$ cat config.mk
export PLATFORM = sky130hd
export DESIGN_NAME = renode_axi_manager_flat
export DESIGN_NICKNAME = d
export VERILOG_FILES = /design/src/rtl/renode_axi_manager_if.sv /design/src/rtl/renode_axi_manager.sv /design/src/flat_wrapper.sv
export SDC_FILE = /design/constraint.sdc
export NUM_CORES = 1
export LEC_CHECK = 0
export CAP_MARGIN = 25
export CELL_PAD_IN_SITES_DETAIL_PLACEMENT = 1
export CELL_PAD_IN_SITES_GLOBAL_PLACEMENT = 1
export CORE_AREA = 3 3 182 184
export CTS_CLUSTER_SIZE = 25
export DETAILED_ROUTE_END_ITERATION = 10
export DIE_AREA = 0 0 185 187
export HOLD_SLACK_MARGIN = 0.1
export PLACE_DENSITY_LB_ADDON = 0.1
export RECOVER_POWER = 25
export SLEW_MARGIN = 20
export SYNTH_ARGS = -nofsm -noshare
export SYNTH_HDL_FRONTEND = slang
export SYNTH_SLANG_ARGS = --single-unit
$ cat constraint.sdc
create_clock -name aclk -period 11.5 [get_ports aclk]
set_input_delay 2.3 -clock aclk [delete_from_list [all_inputs] [get_ports aclk]]
set_output_delay 2.3 -clock aclk [all_outputs]
set_load 0.01 [all_outputs]
$ cat src/rtl/renode_axi_manager_if.sv
// Bundle for renode_axi_manager: local command/data/response streams plus the AXI4 manager
// channels. "master" is the manager's view, "slave" is the engine + subordinate view.
interface renode_axi_manager_if #(
  parameter int unsigned AddressWidth       = 32,
  parameter int unsigned DataWidth          = 64,
  parameter int unsigned TransactionIdWidth = 8
);
  localparam int unsigned StrobeWidth = DataWidth / 8;

  // Local command / data / response streams
  logic                          cmd_valid;
  logic                          cmd_ready;
  logic                          cmd_write;
  logic [AddressWidth-1:0]       cmd_addr;
  logic [7:0]                    cmd_len;
  logic [2:0]                    cmd_size;
  logic [TransactionIdWidth-1:0] cmd_id;
  logic                          wd_valid;
  logic                          wd_ready;
  logic [DataWidth-1:0]          wd_data;
  logic                          rd_valid;
  logic                          rd_ready;
  logic [DataWidth-1:0]          rd_data;
  logic                          rd_last;
  logic                          rsp_valid;
  logic                          rsp_ready;
  logic [1:0]                    rsp_resp;
  logic                          rsp_timeout;

  // AXI4 channels
  logic [TransactionIdWidth-1:0] awid;
  logic [AddressWidth-1:0]       awaddr;
  logic [7:0]                    awlen;
  logic [2:0]                    awsize;
  logic [1:0]                    awburst;
  logic                          awvalid;
  logic                          awready;
  logic [DataWidth-1:0]          wdata;
  logic [StrobeWidth-1:0]        wstrb;
  logic                          wlast;
  logic                          wvalid;
  logic                          wready;
  logic [TransactionIdWidth-1:0] bid;
  logic [1:0]                    bresp;
  logic                          bvalid;
  logic                          bready;
  logic [TransactionIdWidth-1:0] arid;
  logic [AddressWidth-1:0]       araddr;
  logic [7:0]                    arlen;
  logic [2:0]                    arsize;
  logic [1:0]                    arburst;
  logic                          arvalid;
  logic                          arready;
  logic [TransactionIdWidth-1:0] rid;
  logic [DataWidth-1:0]          rdata;
  logic [1:0]                    rresp;
  logic                          rlast;
  logic                          rvalid;
  logic                          rready;

  modport master (
    input  cmd_valid, cmd_write, cmd_addr, cmd_len, cmd_size, cmd_id,
    output cmd_ready,
    input  wd_valid, wd_data,
    output wd_ready,
    output rd_valid, rd_data, rd_last,
    input  rd_ready,
    output rsp_valid, rsp_resp, rsp_timeout,
    input  rsp_ready,
    output awid, awaddr, awlen, awsize, awburst, awvalid,
    input  awready,
    output wdata, wstrb, wlast, wvalid,
    input  wready,
    input  bid, bresp, bvalid,
    output bready,
    output arid, araddr, arlen, arsize, arburst, arvalid,
    input  arready,
    input  rid, rdata, rresp, rlast, rvalid,
    output rready
  );

  modport slave (
    output cmd_valid, cmd_write, cmd_addr, cmd_len, cmd_size, cmd_id,
    input  cmd_ready,
    output wd_valid, wd_data,
    input  wd_ready,
    input  rd_valid, rd_data, rd_last,
    output rd_ready,
    input  rsp_valid, rsp_resp, rsp_timeout,
    output rsp_ready,
    input  awid, awaddr, awlen, awsize, awburst, awvalid,
    output awready,
    input  wdata, wstrb, wlast, wvalid,
    output wready,
    output bid, bresp, bvalid,
    input  bready,
    input  arid, araddr, arlen, arsize, arburst, arvalid,
    output arready,
    output rid, rdata, rresp, rlast, rvalid,
    input  rready
  );
endinterface

$ cat src/rtl/renode_axi_manager.sv
// AXI4 manager: one local command becomes one INCR burst and ends with one response beat.
// Define RENODE_AXI_MANAGER_TIMEOUT_EN to add a per-channel stall watchdog.
module renode_axi_manager #(
  parameter int unsigned AddressWidth       = 32,
  parameter int unsigned DataWidth          = 64,
  parameter int unsigned TransactionIdWidth = 8,
  parameter int unsigned TimeoutCycles      = 1024
) (
  input logic                  aclk,
  input logic                  areset,
  renode_axi_manager_if.master bus
);
  localparam int unsigned StrobeWidth = DataWidth / 8;
  localparam int unsigned OffsetWidth = $clog2(StrobeWidth);
  localparam logic [2:0]  SizeMax     = 3'(OffsetWidth);
  localparam logic [1:0]  RespOkay    = 2'b00;
  localparam logic [1:0]  RespSlvErr  = 2'b10;
  localparam logic [1:0]  BurstIncr   = 2'b01;

  typedef enum logic [2:0] {StIdle, StAw, StW, StB, StAr, StR, StRsp} state_e;

  state_e                        state_q, state_d;
  logic [AddressWidth-1:0]       addr_q, addr_d;
  logic [7:0]                    len_q, len_d;
  logic [2:0]                    size_q, size_d;
  logic [TransactionIdWidth-1:0] id_q, id_d;
  logic [7:0]                    cnt_q, cnt_d;
  logic                          wr_done_q, wr_done_d;
  logic                          wvalid_q, wvalid_d;
  logic [DataWidth-1:0]          wdata_q, wdata_d;
  logic [StrobeWidth-1:0]        wstrb_q, wstrb_d;
  logic                          wlast_q, wlast_d;
  logic [1:0]                    resp_q, resp_d;

  logic                   cmd_fire, wd_fire, aw_fire, w_fire, b_fire, ar_fire, r_fire;
  logic                   cmd_bad;
  logic [StrobeWidth-1:0] beat_strb;
  logic [1:0]             beat_resp;
  int unsigned            beat_off, beat_bytes;

  function automatic logic [1:0] max_resp(input logic [1:0] a, input logic [1:0] b);
    return (a > b) ? a : b;
  endfunction

  assign cmd_fire = bus.cmd_valid && bus.cmd_ready;
  assign wd_fire  = bus.wd_valid && bus.wd_ready;
  assign aw_fire  = bus.awvalid && bus.awready;
  assign w_fire   = bus.wvalid && bus.wready;
  assign b_fire   = bus.bvalid && bus.bready;
  assign ar_fire  = bus.arvalid && bus.arready;
  assign r_fire   = bus.rvalid && bus.rready;

  assign cmd_bad = (bus.cmd_size > SizeMax) ||
                   (|(bus.cmd_addr & ~({AddressWidth{1'b1}} << bus.cmd_size)));

  // Byte lanes of the current beat; addr_q walks the burst once AW has been accepted.
  always_comb begin
    beat_off   = 32'(addr_q[OffsetWidth-1:0]);
    beat_bytes = 32'd1 << size_q;
    beat_strb  = '0;
    for (int unsigned i = 0; i < StrobeWidth; i++) begin
      if (i >= beat_off && i < beat_off + beat_bytes) beat_strb[i] = 1'b1;
    end
  end

  always_comb begin
    beat_resp = bus.rresp;
    if (bus.rid != id_q || (bus.rlast && cnt_q != len_q)) begin
      beat_resp = max_resp(bus.rresp, RespSlvErr);
    end
  end

  // Command side
  assign bus.cmd_ready   = (state_q == StIdle) && !areset;
  assign bus.rsp_valid   = (state_q == StRsp);
  assign bus.rsp_resp    = resp_q;

  // Write path
  assign bus.awvalid     = (state_q == StAw);
  assign bus.awaddr      = addr_q;
  assign bus.awlen       = len_q;
  assign bus.awsize      = size_q;
  assign bus.awburst     = BurstIncr;
  assign bus.awid        = id_q;
  assign bus.wvalid      = wvalid_q && (state_q == StW);
  assign bus.wdata       = wdata_q;
  assign bus.wstrb       = wstrb_q;
  assign bus.wlast       = wlast_q;
  assign bus.wd_ready    = (state_q == StW) && !wr_done_q && (!wvalid_q || bus.wready);
  assign bus.bready      = (state_q == StB);

  // Read path
  assign bus.arvalid     = (state_q == StAr);
  assign bus.araddr      = addr_q;
  assign bus.arlen       = len_q;
  assign bus.arsize      = size_q;
  assign bus.arburst     = BurstIncr;
  assign bus.arid        = id_q;
  assign bus.rd_valid    = (state_q == StR) && bus.rvalid;
  assign bus.rd_data     = bus.rdata;
  assign bus.rd_last     = bus.rlast;
  assign bus.rready      = (state_q == StR) && bus.rd_ready;

`ifdef RENODE_AXI_MANAGER_TIMEOUT_EN
  localparam int unsigned TimerWidth = $clog2(TimeoutCycles + 1);

  logic [TimerWidth-1:0] timer_q, timer_d;
  logic                  timeout_q, timeout_d;
  logic                  timed_state, any_fire, expire;

  assign timed_state = state_q inside {StAw, StW, StB, StAr, StR};
  assign any_fire    = wd_fire || aw_fire || w_fire || b_fire || ar_fire || r_fire;
  assign expire      = timed_state && !any_fire && (timer_q == TimerWidth'(TimeoutCycles - 1));
  assign bus.rsp_timeout = timeout_q;
`else
  assign bus.rsp_timeout = 1'b0;
`endif

  always_comb begin
    state_d   = state_q;
    addr_d    = addr_q;
    len_d     = len_q;
    size_d    = size_q;
    id_d      = id_q;
    cnt_d     = cnt_q;
    wr_done_d = wr_done_q;
    wvalid_d  = wvalid_q;
    wdata_d   = wdata_q;
    wstrb_d   = wstrb_q;
    wlast_d   = wlast_q;
    resp_d    = resp_q;

    unique case (state_q)
      StIdle: begin
        if (cmd_fire) begin
          addr_d    = bus.cmd_addr;
          len_d     = bus.cmd_len;
          size_d    = bus.cmd_size;
          id_d      = bus.cmd_id;
          cnt_d     = '0;
          wr_done_d = 1'b0;
          wvalid_d  = 1'b0;
          wlast_d   = 1'b0;
          resp_d    = RespOkay;
          if (cmd_bad) begin
            resp_d  = RespSlvErr;
            state_d = StRsp;
          end else begin
            state_d = bus.cmd_write ? StAw : StAr;
          end
        end
      end
      StAw: if (aw_fire) state_d = StW;
      StW: begin
        if (w_fire) begin
          wvalid_d = 1'b0;
          if (wlast_q) state_d = StB;
        end
        // Skid slot refill; wd_ready guarantees the slot is free or draining this cycle.
        if (wd_fire) begin
          wvalid_d = 1'b1;
          wdata_d  = bus.wd_data;
          wstrb_d  = beat_strb;
          wlast_d  = (cnt_q == len_q);
          addr_d   = addr_q + (AddressWidth'(1) << size_q);
          cnt_d    = cnt_q + 8'd1;
          if (cnt_q == len_q) wr_done_d = 1'b1;
        end
      end
      StB: begin
        if (b_fire) begin
          resp_d  = (bus.bid != id_q) ? max_resp(bus.bresp, RespSlvErr) : bus.bresp;
          state_d = StRsp;
        end
      end
      StAr: if (ar_fire) state_d = StR;
      StR: begin
        if (r_fire) begin
          resp_d = max_resp(resp_q, beat_resp);
          cnt_d  = cnt_q + 8'd1;
          if (bus.rlast) state_d = StRsp;
        end
      end
      StRsp: if (bus.rsp_ready) state_d = StIdle;
      default: state_d = StIdle;
    endcase

`ifdef RENODE_AXI_MANAGER_TIMEOUT_EN
    timeout_d = cmd_fire ? 1'b0 : timeout_q;
    if (expire) begin
      state_d   = StRsp;
      resp_d    = RespSlvErr;
      wvalid_d  = 1'b0;
      timeout_d = 1'b1;
    end
    timer_d = (!timed_state || any_fire || state_d != state_q) ? '0 : timer_q + 1'b1;
`endif
  end

  always_ff @(posedge aclk or posedge areset) begin
    if (areset) begin
      state_q   <= StIdle;
      addr_q    <= '0;
      len_q     <= '0;
      size_q    <= '0;
      id_q      <= '0;
      cnt_q     <= '0;
      wr_done_q <= 1'b0;
      wvalid_q  <= 1'b0;
      wdata_q   <= '0;
      wstrb_q   <= '0;
      wlast_q   <= 1'b0;
      resp_q    <= RespOkay;
    end else begin
      state_q   <= state_d;
      addr_q    <= addr_d;
      len_q     <= len_d;
      size_q    <= size_d;
      id_q      <= id_d;
      cnt_q     <= cnt_d;
      wr_done_q <= wr_done_d;
      wvalid_q  <= wvalid_d;
      wdata_q   <= wdata_d;
      wstrb_q   <= wstrb_d;
      wlast_q   <= wlast_d;
      resp_q    <= resp_d;
    end
  end

`ifdef RENODE_AXI_MANAGER_TIMEOUT_EN
  always_ff @(posedge aclk or posedge areset) begin
    if (areset) begin
      timer_q   <= '0;
      timeout_q <= 1'b0;
    end else begin
      timer_q   <= timer_d;
      timeout_q <= timeout_d;
    end
  end
`endif

endmodule
$ cat src/flat_wrapper.sv
// flat-port wrapper written by rule: the top's interface ports become plain ports
module renode_axi_manager_flat 
#(
  parameter int unsigned AddressWidth       = 32,
  parameter int unsigned DataWidth          = 64,
  parameter int unsigned TransactionIdWidth = 8,
  parameter int unsigned TimeoutCycles      = 1024
)
  (aclk, areset, bus_cmd_valid, bus_cmd_write, bus_cmd_addr, bus_cmd_len, bus_cmd_size, bus_cmd_id, bus_cmd_ready, bus_wd_valid, bus_wd_data, bus_wd_ready, bus_rd_valid, bus_rd_data, bus_rd_last, bus_rd_ready, bus_rsp_valid, bus_rsp_resp, bus_rsp_timeout, bus_rsp_ready, bus_awid, bus_awaddr, bus_awlen, bus_awsize, bus_awburst, bus_awvalid, bus_awready, bus_wdata, bus_wstrb, bus_wlast, bus_wvalid, bus_wready, bus_bid, bus_bresp, bus_bvalid, bus_bready, bus_arid, bus_araddr, bus_arlen, bus_arsize, bus_arburst, bus_arvalid, bus_arready, bus_rid, bus_rdata, bus_rresp, bus_rlast, bus_rvalid, bus_rready);
  renode_axi_manager_if #(.AddressWidth(AddressWidth), .DataWidth(DataWidth), .TransactionIdWidth(TransactionIdWidth)) bus_i ();
  input logic aclk;
  input logic areset;
  input wire logic [$bits(bus_i.cmd_valid)-1:0] bus_cmd_valid;
  input wire logic [$bits(bus_i.cmd_write)-1:0] bus_cmd_write;
  input wire logic [$bits(bus_i.cmd_addr)-1:0] bus_cmd_addr;
  input wire logic [$bits(bus_i.cmd_len)-1:0] bus_cmd_len;
  input wire logic [$bits(bus_i.cmd_size)-1:0] bus_cmd_size;
  input wire logic [$bits(bus_i.cmd_id)-1:0] bus_cmd_id;
  output wire logic [$bits(bus_i.cmd_ready)-1:0] bus_cmd_ready;
  input wire logic [$bits(bus_i.wd_valid)-1:0] bus_wd_valid;
  input wire logic [$bits(bus_i.wd_data)-1:0] bus_wd_data;
  output wire logic [$bits(bus_i.wd_ready)-1:0] bus_wd_ready;
  output wire logic [$bits(bus_i.rd_valid)-1:0] bus_rd_valid;
  output wire logic [$bits(bus_i.rd_data)-1:0] bus_rd_data;
  output wire logic [$bits(bus_i.rd_last)-1:0] bus_rd_last;
  input wire logic [$bits(bus_i.rd_ready)-1:0] bus_rd_ready;
  output wire logic [$bits(bus_i.rsp_valid)-1:0] bus_rsp_valid;
  output wire logic [$bits(bus_i.rsp_resp)-1:0] bus_rsp_resp;
  output wire logic [$bits(bus_i.rsp_timeout)-1:0] bus_rsp_timeout;
  input wire logic [$bits(bus_i.rsp_ready)-1:0] bus_rsp_ready;
  output wire logic [$bits(bus_i.awid)-1:0] bus_awid;
  output wire logic [$bits(bus_i.awaddr)-1:0] bus_awaddr;
  output wire logic [$bits(bus_i.awlen)-1:0] bus_awlen;
  output wire logic [$bits(bus_i.awsize)-1:0] bus_awsize;
  output wire logic [$bits(bus_i.awburst)-1:0] bus_awburst;
  output wire logic [$bits(bus_i.awvalid)-1:0] bus_awvalid;
  input wire logic [$bits(bus_i.awready)-1:0] bus_awready;
  output wire logic [$bits(bus_i.wdata)-1:0] bus_wdata;
  output wire logic [$bits(bus_i.wstrb)-1:0] bus_wstrb;
  output wire logic [$bits(bus_i.wlast)-1:0] bus_wlast;
  output wire logic [$bits(bus_i.wvalid)-1:0] bus_wvalid;
  input wire logic [$bits(bus_i.wready)-1:0] bus_wready;
  input wire logic [$bits(bus_i.bid)-1:0] bus_bid;
  input wire logic [$bits(bus_i.bresp)-1:0] bus_bresp;
  input wire logic [$bits(bus_i.bvalid)-1:0] bus_bvalid;
  output wire logic [$bits(bus_i.bready)-1:0] bus_bready;
  output wire logic [$bits(bus_i.arid)-1:0] bus_arid;
  output wire logic [$bits(bus_i.araddr)-1:0] bus_araddr;
  output wire logic [$bits(bus_i.arlen)-1:0] bus_arlen;
  output wire logic [$bits(bus_i.arsize)-1:0] bus_arsize;
  output wire logic [$bits(bus_i.arburst)-1:0] bus_arburst;
  output wire logic [$bits(bus_i.arvalid)-1:0] bus_arvalid;
  input wire logic [$bits(bus_i.arready)-1:0] bus_arready;
  input wire logic [$bits(bus_i.rid)-1:0] bus_rid;
  input wire logic [$bits(bus_i.rdata)-1:0] bus_rdata;
  input wire logic [$bits(bus_i.rresp)-1:0] bus_rresp;
  input wire logic [$bits(bus_i.rlast)-1:0] bus_rlast;
  input wire logic [$bits(bus_i.rvalid)-1:0] bus_rvalid;
  output wire logic [$bits(bus_i.rready)-1:0] bus_rready;
  assign bus_i.cmd_valid = bus_cmd_valid;
  assign bus_i.cmd_write = bus_cmd_write;
  assign bus_i.cmd_addr = bus_cmd_addr;
  assign bus_i.cmd_len = bus_cmd_len;
  assign bus_i.cmd_size = bus_cmd_size;
  assign bus_i.cmd_id = bus_cmd_id;
  assign bus_cmd_ready = bus_i.cmd_ready;
  assign bus_i.wd_valid = bus_wd_valid;
  assign bus_i.wd_data = bus_wd_data;
  assign bus_wd_ready = bus_i.wd_ready;
  assign bus_rd_valid = bus_i.rd_valid;
  assign bus_rd_data = bus_i.rd_data;
  assign bus_rd_last = bus_i.rd_last;
  assign bus_i.rd_ready = bus_rd_ready;
  assign bus_rsp_valid = bus_i.rsp_valid;
  assign bus_rsp_resp = bus_i.rsp_resp;
  assign bus_rsp_timeout = bus_i.rsp_timeout;
  assign bus_i.rsp_ready = bus_rsp_ready;
  assign bus_awid = bus_i.awid;
  assign bus_awaddr = bus_i.awaddr;
  assign bus_awlen = bus_i.awlen;
  assign bus_awsize = bus_i.awsize;
  assign bus_awburst = bus_i.awburst;
  assign bus_awvalid = bus_i.awvalid;
  assign bus_i.awready = bus_awready;
  assign bus_wdata = bus_i.wdata;
  assign bus_wstrb = bus_i.wstrb;
  assign bus_wlast = bus_i.wlast;
  assign bus_wvalid = bus_i.wvalid;
  assign bus_i.wready = bus_wready;
  assign bus_i.bid = bus_bid;
  assign bus_i.bresp = bus_bresp;
  assign bus_i.bvalid = bus_bvalid;
  assign bus_bready = bus_i.bready;
  assign bus_arid = bus_i.arid;
  assign bus_araddr = bus_i.araddr;
  assign bus_arlen = bus_i.arlen;
  assign bus_arsize = bus_i.arsize;
  assign bus_arburst = bus_i.arburst;
  assign bus_arvalid = bus_i.arvalid;
  assign bus_i.arready = bus_arready;
  assign bus_i.rid = bus_rid;
  assign bus_i.rdata = bus_rdata;
  assign bus_i.rresp = bus_rresp;
  assign bus_i.rlast = bus_rlast;
  assign bus_i.rvalid = bus_rvalid;
  assign bus_rready = bus_i.rready;
  renode_axi_manager #(.AddressWidth(AddressWidth), .DataWidth(DataWidth), .TransactionIdWidth(TransactionIdWidth), .TimeoutCycles(TimeoutCycles)) u_core (.aclk(aclk), .areset(areset), .bus(bus_i));
endmodule
==> metrics.csv, run 1 <==
metric,value,unit
track_usage,0.174,
fin_area,11600,µm²
final_common_cell,nand2_1,
final.setup_skew,0.0128,ns
p_per_area,263,nW/µm²
crit_chain,"dlygate4sd3_1, nor4_1, clkdlybuf4s50_1",
synth_warnings,0,
finalMaxSlewViolations,73,
critPathMaxStageDelay,0.65,ns
drc,0,
min_path_type,reg -> reg,
rsz0062_at_grt,false,
first_pass_iters,4,
root_buffer,clkbuf_16,
p_leak,0.00513,µW
worst_setup_path_end_kind,output pin,
holdWs,0.471,ns
vdd_drop_max,0.000102,V
placed_cell_area,11000,µm²
grt_pass1_vias,7968,
async_reset_ff_frac,1.00,
htreeDepth,4,
fmax,0.160,GHz
required,9.20,ns
synth-seq-area-share,0.428,
yosys_most_used_dff,dfrtp_1,
io_buffers,334,
antenna_found_initial,3,
grt_pass1_wl,47300,µm
maxCapViolCount,1,
arrival,3.94,ns
cts_resized,0,
cts_buffers,17,
hold_depth,2,
area_growth,42.3,%
ctsHoldBuffers,0,
die_h,187,µm
clk_pin_slew,0.07,ns
r2r_slack,7.93,ns
synth_edf_count,0,
drive_gt1_frac,0.0463,
violations,"capacitance limit, slew limit",
cts_tree,built,
synth_cell_type_count,64,
tightest_slew,3.45,ns
multi_input_area,3520,µm²
worstSetupPathType,in -> out,
cts_setup_buffers,0,
seq_area,3480,µm²
finalSetupViolations,0,
dp_hpwl,21800,µm
cts_max_path_buffers,2,
final_cell_mix,"nand2_1 (295), clkdlybuf4s50_1 (272), dfrtp_1 (139)",
via_per_inst,4.68,
vias,7453,
gp_congestion,0.763,
hold_end,u_core.bus.wdata[38],
avgSynthCellArea,8.30,µm²
synth_seq_cells,139,
period_needed,6.24,ns
grt_start_max_net_pins,82,
synthCells,979,
tns,0,ns
nets,1398,
worstPathMaxFanout,3,
crit_path_start,areset,
drtIter0Drc,301,
grt-ovfl-total,0,
r2r_end,u_core.bus.araddr[18],
ant_nets,0,
coreArea,31600,µm²
initial_core_util,0.258,
slew_headroom,-1.31,
rr_worst_depth,10,
synth_area,8130,µm²
reg2reg_from,u_core.bus.arsize[2],
clock-sinks,139,
holdCritStartpoint,u_core.bus.wdata[38],
fill_cells,3649,
wl_per_cell,19.0,µm
finalCritPeriodShare,0.543,
die_w,185,µm
routed_wl,30300,µm
hold_violations,0,
critPathLaunchType,primary input,
fp-row-count,65,
status,"finished, violations left",
pin_count,468,
clock_latency,0.43,ns
cp_slowest_cell,clkdlybuf4s50_1,
dieArea,34600,µm²
## where the power goes
group          switching (µW)  leakage, µW  internal [µW]
registers                 280      0.00171            713
logic                     698      0.00313            777
clock network             261     0.000292            313
## synth_stat cells, types with 3 or more instances
| cell | instances | area, µm² |
|---|---|---|
| a211oi_1 | 5 | 37.5 |
| a21oi_1 | 36 | 180 |
| a22o_1 | 4 | 35.0 |
| a2bb2oi_1 | 3 | 26.3 |
| a311oi_1 | 5 | 43.8 |
| a31oi_1 | 14 | 87.6 |
| and2_1 | 8 | 50.1 |
| and3_1 | 14 | 87.6 |
| and3b_1 | 3 | 26.3 |
| and4_1 | 3 | 26.3 |
| buf_1 | 4 | 15.0 |
| buf_2 | 7 | 35.0 |
| buf_4 | 121 | 908 |
| clkbuf_1 | 36 | 135 |
| dfrtp_1 | 139 | 3480 |
| ha_1 | 10 | 125 |
| inv_1 | 14 | 52.6 |
| mux2i_1 | 3 | 30.0 |
| nand2_1 | 295 | 1110 |
| nand2b_1 | 5 | 31.3 |
| nand3_1 | 25 | 125 |
| nand4_1 | 12 | 75.1 |
| nor2_1 | 55 | 206 |
| nor2b_1 | 4 | 25.0 |
| nor3_1 | 18 | 90.1 |
| nor3b_1 | 4 | 30.0 |
| nor4_1 | 8 | 50.1 |
| o211ai_1 | 8 | 60.1 |
| o21a_1 | 3 | 22.5 |
| o21ai_0 | 23 | 115 |
| o22a_1 | 9 | 78.8 |
| o31ai_1 | 6 | 45.0 |
| xnor2_1 | 13 | 114 |
| xor2_1 | 20 | 175 |
## state kept, by name, summed over array words and instances, names as in the netlist
register / count
u_core.wvalid_q: 1
u_core.bus.araddr: 32
u_core.bus.wdata: 64
u_core.bus.rsp_resp: 2
u_core.bus.arsize: 3
u_core.bus.arid: 8
u_core.bus.wlast: 1
u_core.bus.arlen: 8
u_core.bus.wstrb: 8
u_core.state_q: 3
u_core.cnt_q: 8
u_core.wr_done_q: 1
## per-layer routing
metal,global-route usage,up-vias,wire length [µm]
li1,-,3548,-
met1,0.224,3598,13100
met2,0.274,274,13900
met3,0.0722,31,2890
met4,0.0381,2,359
met5,0,-,13
## per-stage QoR
stage	utilization	setup WS [ns]	power [µW]	instances
after detailed placement	0.348	5.36	2540	1558
after global placement	0.348	5.43	2530	1558
after global routing	0.366	5.14	3290	1592
final	0.366	5.26	3040	1592
after floorplan	-	5.48	1780	982
after CTS	0.366	5.35	3140	1590
## worst max path at each step
stage	to	cells past startpoint
2_1_floorplan	u_core.bus.araddr[0]	1
5_1_grt	bus_cmd_ready	3
3_5_place_dp	bus_cmd_ready	3
3_3_place_gp	bus_cmd_ready	3
4_1_cts	bus_cmd_ready	3
6_report	bus_cmd_ready	3
## cell type report
class / count / area share
inverters: 14 / 0.00465
diodes: 2 / 0.000433
repair buffers: 343 / 0.295
well taps: 402 / 0.0435
flip-flops and latches: 139 / 0.301
clock inverters: 14 / 0.0145
clock buffers: 18 / 0.0371
multi-input cells: 660 / 0.304
## cell families after synthesis
logic type	synth area share
flops	0.428
buf+inv	0.142
xor+xnor	0.0356
other cells	0.000924
simple gates	0.251
compound gates	0.117
fa+ha+maj	0.0203
mux	0.00508
## worst max-delay path: cells and delay by family
family	cells	cell delay, ns
buffers and inverters	2	1.24
AND/OR/NAND/NOR	1	0.41
Note: power is estimated with default switching activity, not from simulation.
==> run 2, diff against run 1 <==
- CORE_AREA: 3 3 182 184 -> 3 3 183 185
- DIE_AREA: 0 0 185 187 -> 0 0 186 188
- clock period: 11.5 -> 6 ns (I/O delays scaled with it)
==> metrics.csv, run 2 (same netlist as run 1, synthesis figures left out) <==
metric,value,unit,change
drc,0,,unchanged
fill_cells,3739,,+2.5%
cts_setup_buffers,0,,unchanged
rsz0062_at_grt,false,,
arrival,2.89,ns,-1.05 ns
drive_gt1_frac,0.0447,,-0.00165
area_growth,42.1,%,
finalCritPeriodShare,0.681,,
finalSetupViolations,0,,unchanged
final_cell_mix,"clkdlybuf4s50_1 (333), nand2_1 (295), dfrtp_1 (139)",,
critPathLaunchType,primary input,,
ctsHoldBuffers,0,,unchanged
status,finished clean,,
ant_nets,0,,unchanged
p_per_area,510,nW/µm²,+94%
via_per_inst,4.69,,+0.24%
die_h,188,µm,+0.53%
min_path_type,reg -> reg,,
nets,1398,,unchanged
gp_congestion,0.764,,+0.14%
p_leak,0.00502,µW,-2.1%
finalMaxSlewViolations,0,,-100%
fp-row-count,66,,+1.5%
htreeDepth,4,,unchanged
combPwrFrac,0.491,,+0.006
pwr-share-clk,0.182,,-0.007
tightest_slew,0.949,ns,-2.50 ns
coreArea,32200,µm²,+2.1%
cts_buffers,17,,unchanged
grt_pass1_vias,7983,,+0.19%
worstSetupPathType,in -> out,,
period_needed,4.09,ns,
critPathMaxStageDelay,0.64,ns,about the same
cp_slowest_cell,clkdlybuf4s50_1,,
pin_count,468,,unchanged
die_w,186,µm,+0.54%
grt_pass1_wl,47200,µm,-0.10%
grt_start_max_net_pins,88,,+7.3%
crit_chain,"dlygate4sd3_1, nor4_1, clkdlybuf4s50_1",,
routed_wl,30200,µm,about the same
initial_core_util,0.252,,-0.00520
dieArea,35000,µm²,+1.1%
final.setup_skew,0.0104,ns,-0.00237 ns
track_usage,0.173,,-0.000602
largest_register_ffs,64,,unchanged
worst_setup_path_end_kind,output pin,,
clk_pin_slew,0.07,ns,about the same
clock-sinks,139,,unchanged
cts_resized,0,,unchanged
tns,0,ns,unchanged
grt-ovfl-total,0,,unchanged
required,4.80,ns,-4.40 ns
cts_max_path_buffers,2,,unchanged
slew_headroom,0.368,,+1.68
drtIter0Drc,320,,+6.3%
fmax,0.245,GHz,
num_antenna_cells,0,,-2
intPower,3540,µW,+96%
vdd_drop_max,0.000179,V,+76%
vias,7485,,+0.43%
io_buffers,334,,unchanged
wl_per_cell,19.0,µm,-0.28%
maxCapViolCount,0,,-1
fin_util,0.359,,-0.00787
first_pass_iters,4,,unchanged
power_switching,2350,µW,+89%
cp_top_family,buffers and inverters,,
hold_violations,0,,unchanged
antenna_found_initial,1,,-2
p_seq_frac,0.326,,about the same
dp_hpwl,21700,µm,-0.33%
crit_buf_inv,2,,unchanged
final_common_cell,clkdlybuf4s50_1,,
worstPathMaxFanout,3,,unchanged
switching_share,0.399,,-0.00863
root_buffer,clkbuf_16,,
cts_tree,built,,
clock_latency,0.43,ns,about the same
-- run 2: changes by cell type in the layout (fill, tap and decap cells not counted), moves of 2 or more --
cell,previous run,this run
clkdlybuf4s50_1,272,333
dlygate4sd3_1,62,1
inv_8,7,0
clkinv_4,0,3
clkinvlp_4,1,4
diode_2,2,0
-- run 2: power by group through the flow --
stage / logic, µW / registers [µW] / clock network [µW]
final: 2890 / 1920 / 1070
after floorplan: 1510 / 1910 / 0
after global placement: 2920 / 1930 / 0
after detailed placement: 2930 / 1940 / 0
after global routing: 3200 / 2020 / 1150
after CTS: 2940 / 1930 / 1110
-- run 2: area by class of cell --
class | count | area [µm²] | area share
clock buffer | 19 | 433 | 0.0375
clock inverter | 12 | 143 | 0.0123
inverter | 14 | 57.6 | 0.00498
timing repair buffer | 343 | 3410 | 0.295
sequential | 139 | 3480 | 0.301
multi-input combinational | 660 | 3520 | 0.305
tap | 408 | 510 | 0.0442
-- run 2: through the flow --
| step | cells | hold WS (ns) | cell area, µm² | total power (µW) | worst slack, ns |
|---|---|---|---|---|---|
| after global routing | 1595 | 0.497 | 11500 | 6360 | 1.73 |
| after floorplan | 982 | 0.493 | 8140 | 3410 | 1.08 |
| final | 1595 | 0.474 | 11500 | 5890 | 1.91 |
| after CTS | 1595 | 0.479 | 11500 | 5980 | 1.85 |
| after detailed placement | 1564 | 0.462 | 11000 | 4870 | 2.00 |
| after global placement | 1564 | 0.457 | 11000 | 4850 | 2.04 |
-- run 2: routing by layer --
layer	track usage	wire (µm)
met1	0.220	12900
met2	0.269	13900
met3	0.0797	3080
met4	0.0415	398
met5	0	12
-- run 2: path summary, 6_finish.rpt --
kind                            depth (start not counted)  slack, ns                     to                 start
worst min register to register                          2       0.47   u_core.bus.wdata[37]  u_core.bus.wdata[37]
min in group asynchronous                               2       1.51  u_core.bus.araddr[26]                areset
worst max register to register                         10       2.47  u_core.bus.araddr[18]  u_core.bus.arsize[2]
max in group asynchronous                               3       3.54    u_core.bus.wstrb[4]                areset
worst max-delay path                                    3       1.91          bus_cmd_ready                areset
worst min-delay path                                    2       0.47   u_core.bus.wdata[37]  u_core.bus.wdata[37]
-- run 2: worst register-to-register path: cells and delay by family (launching register included) --
kind,cells,cell delay [ns]
AOI/OAI and AO/OA,4,1.25
buffers and inverters,2,0.19
DFF,1,0.60
and+or+nand+nor,2,0.75
adders and majority gates,2,0.65
